==> src/rtl/class_fifo.sv <==
// rtl/class_fifo.sv - per-class 8-deep receive FIFO with count-decoded flags and error strobes.
// Define CLASS_FIFO_STICKY_ERR_EN to make err_overflow/err_underflow sticky until reset.
module class_fifo #(
  parameter int DATA_WIDTH = 12,
  parameter int ADDR_WIDTH = 3,
  parameter int AF_THRESH  = 6,
  parameter int AE_THRESH  = 2
) (
  input  logic                  clk,
  input  logic                  reset_L,
  input  logic                  push,
  input  logic [DATA_WIDTH-1:0] data_in,
  input  logic                  pop,
  output logic [DATA_WIDTH-1:0] data_out,
  output logic                  valid_out,
  output logic                  full,
  output logic                  empty,
  output logic                  almost_full,
  output logic                  almost_empty,
  output logic                  err_overflow,
  output logic                  err_underflow,
  output logic [ADDR_WIDTH:0]   fifo_count
);

  localparam int DEPTH = 1 << ADDR_WIDTH;
  localparam logic [ADDR_WIDTH:0] FULL_CNT = (ADDR_WIDTH+1)'(DEPTH);
  localparam logic [ADDR_WIDTH:0] AF_CNT   = (ADDR_WIDTH+1)'(AF_THRESH);
  localparam logic [ADDR_WIDTH:0] AE_CNT   = (ADDR_WIDTH+1)'(AE_THRESH);

  logic [DATA_WIDTH-1:0] mem [DEPTH];
  logic [ADDR_WIDTH-1:0] wr_ptr;
  logic [ADDR_WIDTH-1:0] rd_ptr;
  logic [ADDR_WIDTH:0]   count;
  logic                  wr_en;
  logic                  rd_en;
  logic                  ovf_now;
  logic                  udf_now;

  // A pop on a full FIFO frees a slot in the same cycle, so the push is still taken.
  always_comb begin
    rd_en   = pop && !empty;
    wr_en   = push && (!full || rd_en);
    ovf_now = push && full && !rd_en;
    udf_now = pop && empty;
  end

  always_comb begin
    full         = (count == FULL_CNT);
    empty        = (count == '0);
    almost_full  = (count >= AF_CNT);
    almost_empty = (count <= AE_CNT);
    fifo_count   = count;
  end

  // Storage is not reset; writes are suppressed while reset is held.
  always_ff @(posedge clk) begin
    if (wr_en && reset_L) begin
      mem[wr_ptr] <= data_in;
    end
  end

  always_ff @(posedge clk or negedge reset_L) begin
    if (!reset_L) begin
      wr_ptr    <= '0;
      rd_ptr    <= '0;
      count     <= '0;
      data_out  <= '0;
      valid_out <= 1'b0;
    end else begin
      valid_out <= rd_en;
      if (wr_en) begin
        wr_ptr <= wr_ptr + 1'b1;
      end
      if (rd_en) begin
        rd_ptr   <= rd_ptr + 1'b1;
        data_out <= mem[rd_ptr];
      end
      case ({wr_en, rd_en})
        2'b10:   count <= count + 1'b1;
        2'b01:   count <= count - 1'b1;
        default: count <= count;
      endcase
    end
  end

  always_ff @(posedge clk or negedge reset_L) begin
    if (!reset_L) begin
      err_overflow  <= 1'b0;
      err_underflow <= 1'b0;
    end else begin
`ifdef CLASS_FIFO_STICKY_ERR_EN
      err_overflow  <= err_overflow | ovf_now;
      err_underflow <= err_underflow | udf_now;
`else
      err_overflow  <= ovf_now;
      err_underflow <= udf_now;
`endif
    end
  end

endmodule

==> config.mk <==
export PLATFORM = sky130hd
export DESIGN_NAME = class_fifo
export DESIGN_NICKNAME = d
export VERILOG_FILES = /design/src/rtl/class_fifo.sv
export SDC_FILE = /design/constraint.sdc
export NUM_CORES = 1
export LEC_CHECK = 0
export ABC_AREA = 0
export CAP_MARGIN = 25
export CORE_UTILIZATION = 30
export CTS_BUF_LIST = sky130_fd_sc_hd__clkbuf_2 sky130_fd_sc_hd__clkbuf_4 sky130_fd_sc_hd__clkbuf_8
export CTS_CLUSTER_DIAMETER = 50
export DETAILED_ROUTE_END_ITERATION = 7
export GPL_TIMING_DRIVEN = 0
export PLACE_DENSITY = 0.44
export SYNTH_ARGS = -nofsm -noshare
export SYNTH_HDL_FRONTEND = slang
export SYNTH_SLANG_ARGS = --single-unit
==> constraint.sdc <==
create_clock -name clk -period 4.8 [get_ports clk]
set_input_delay 0.72 -clock clk [delete_from_list [all_inputs] [get_ports clk]]
set_output_delay 0.72 -clock clk [all_outputs]
set_load 0.05 [all_outputs]
==> results.sh <==
export IMPL_ys_warnings_count=0
export IMPL_design_die_area_um2=16780
export IMPL_layout_common_cells="96 x edfxtp_1, 37 x clkdlybuf4s50_1, 25 x mux2_2, 25 x dfrtp_1, 24 x mux2i_1"
export IMPL_skew_ns=0.009364
export IMPL_cp_end_kind="output port"
export IMPL_worstSetupStartpointType="register"
export IMPL_setup_viol=0
export IMPL_final_common_cell="edfxtp_1"
export IMPL_synth_cells=301
export IMPL_syn_to_final_growth_pct=24.38
export IMPL_ir_drop_mv=0.2391
export IMPL_wl_per_cell_um=17.60
export IMPL_fin_crit_sh_pct=64.08
export IMPL_dp_hpwl_mm=7.253
export IMPL_cpMaxStageDelayCell="clkdlybuf4s50_1"
export IMPL_syn_avg_cell_area_um2=16.22
export IMPL_clk_latency_ns=0.43
export IMPL_rsz0062_at_grt="no"
export IMPL_cts_buffer_depth=2
export IMPL_die_w_um=129.6
export IMPL_grtUsageTotal_pct=13.88
export IMPL_tightest_slew_ns=0.7506
export IMPL_vias=2689
export IMPL_min_period_ns=3.076
export IMPL_max_stage_delay_ns=0.79
export IMPL_io_pins=39
export IMPL_place_congestion=0.6933
export IMPL_io_buffers=37
export IMPL_finalNonFillerCells=595
export IMPL_grt_overflow=0
export IMPL_grt_pass1_vias=2813
export IMPL_worstSetupPathType="reg -> out"
export IMPL_dr_pass1_iters=5
export IMPL_cts_tree="built"
export IMPL_avgViaCountPerCell=4.519
export IMPL_grt_pass1_wl_mm=16.15
export IMPL_critical_path_peak_fanout=10
export IMPL_ctsResizeCount=0
export IMPL_drv_slew=0
export IMPL_n_antenna_cell=0
export IMPL_cts_hold_buf=0
export IMPL_finalWirelength_mm=10.47
export IMPL_core_area_um2=15890
export IMPL_clk_pin_slew_ns=0.07
export IMPL_placed_cells=563
export IMPL_timing_fmax_ghz=0.3251
export IMPL_hold_viol=0
export IMPL_die_h_um=129.6
export IMPL_worstPathRequired_ns=4.08
export IMPL_drive_above_1_share_pct=22.96
export IMPL_ff2ff_setup_slack_ns=2.44
export IMPL_crit_chain="buf_6 -> nor3_1 -> nand2_1 -> inv_1 -> clkdlybuf4s50_1"
export IMPL_numCtsBuffers=17
export IMPL_power_density_nw_per_um2=613.4
export IMPL_cts_setup_buffers=0
export IMPL_nNetsFinal=385
export IMPL_drv_cap=0
export IMPL_htreeDepth=4
export IMPL_power_uw=3724
export IMPL_row_count=46
export IMPL_max_slew_margin_pct=49.78
export IMPL_setup_tns_ns=0
export IMPL_p_leak_uw=0.002172
export IMPL_initial_core_util_pct=30.73
export IMPL_status="completed"
export IMPL_cp_arrival_ns=2.36
export IMPL_synth_seq_cells=121
export IMPL_cts_root_buf="clkbuf_8"
export IMPL_syn_nets=320
export IMPL_synth_area_um2=4881
export IMPL_ys_seq_area_share_pct=71.88
export IMPL_ys_types=38
export IMPL_hold_path_class="reg -> reg"
export IMPL_cts_sinks=121
export IMPL_final_antenna_net_count=0
export IMPL_remaining_drc_errors=0
export IMPL_drt_iter0_drc=134
export IMPL_grt_max_degree=20
export IMPL_antenna_found_initial=0
## synth_stat cells
cell | number | area (um^2)
nand3_1 | 2 | 10.01
o21ai_0 | 13 | 65.06
a22o_1 | 1 | 8.760
buf_2 | 3 | 15.01
nor3b_1 | 1 | 7.510
edfxtp_1 | 96 | 2883
xnor2_1 | 5 | 43.79
a21boi_2 | 1 | 11.26
inv_2 | 1 | 3.750
nor4_4 | 1 | 21.27
clkbuf_1 | 5 | 18.77
mux2i_1 | 24 | 240.2
a211oi_1 | 2 | 15.01
nor2b_1 | 4 | 25.02
nor4_1 | 1 | 6.260
dfrtp_1 | 25 | 625.6
a21oi_1 | 4 | 20.02
and2_1 | 1 | 6.260
a221o_1 | 12 | 120.1
o22ai_1 | 12 | 75.07
and3_1 | 1 | 6.260
a211o_1 | 1 | 8.760
xor2_1 | 1 | 8.760
nand2b_1 | 4 | 25.02
a41oi_1 | 1 | 8.760
o21ai_4 | 1 | 16.27
nand4_1 | 1 | 6.260
or3_4 | 1 | 11.26
nand2_1 | 23 | 86.33
ha_1 | 3 | 37.54
a21o_1 | 2 | 15.01
or3b_2 | 1 | 8.760
buf_6 | 5 | 56.30
nor3_1 | 6 | 30.03
buf_4 | 3 | 22.52
inv_1 | 1 | 3.750
nor2_1 | 7 | 26.28
mux2_2 | 25 | 281.5
## critical path, delay by kind of cell, from the launching register on
kind,cells,cell delay (ns)
buf+inv,3,1.02
flops,1,0.42
simple gates,2,0.49
## final timing paths
path,from,to,depth (start not counted)
setup / recovery,fifo_count[1],full,5
hold / removal,data_out[6],data_out[6],2
setup reg to reg,fifo_count[3],mem[1][0],6
hold reg to reg,data_out[6],data_out[6],2
max in group asynchronous,reset_L,valid_out,2
min in group asynchronous,reset_L,fifo_count[0],1
## power breakdown
group	internal, uW	switching (uW)
Sequential	1290	103
Clock	537	403
Combinational	555	834
## kinds of logic after synthesis
logic type	after synthesis	synth area share [%]
muxes	49	10.69
xor gates and xnor gates	6	1.077
buffers and inverters	18	2.461
DFF	121	71.88
adders and majority gates	3	0.7691
and+or+nand+nor	54	5.666
AOI/OAI and AO/OA	50	7.460
## layout make-up
type,instances,area [um^2]
multi-input combinational,162,1272
timing repair buffer,46,488.0
inverter,2,7.507
sequential,121,3508
clock inverter,12,148.9
buffer,16,112.6
clock buffer,20,262.8
fill,1549,9814
tap,216,270.3
## state kept, by name, summed over array words and instances (netlist names)
name / flops
rd_ptr: 3
data_out: 12
err_underflow: 1
mem: 96
valid_out: 1
wr_ptr: 3
err_overflow: 1
fifo_count: 4
## layer usage
metal | global-route usage [%] | vias to the layer above | share of wire [%]
met4 | 6.361 | 0 | 1.3
met3 | 4.005 | 8 | 2.8
li1 | - | 1298 | -
met5 | 0 | - | 0
met2 | 23.31 | 52 | 51
met1 | 16.47 | 1331 | 45
## per-stage QoR
step | hold slack [ns] | cell area, um^2 | setup WS [ns] | utilization (%)
6_report | 0.4763 | 6071 | 1.724 | 38.22
5_1_grt | 0.5100 | 6071 | 1.579 | 38.22
4_1_cts | 0.4849 | 6071 | 1.677 | 38.22
3_5_place_dp | 0.4695 | 5659 | 1.527 | 35.63
3_3_place_gp | 0.4636 | 5522 | 0.2965 | 34.76
2_1_floorplan | 0.4244 | 4881 | 2.049 | -
Power figures use the tool's default switching activity.
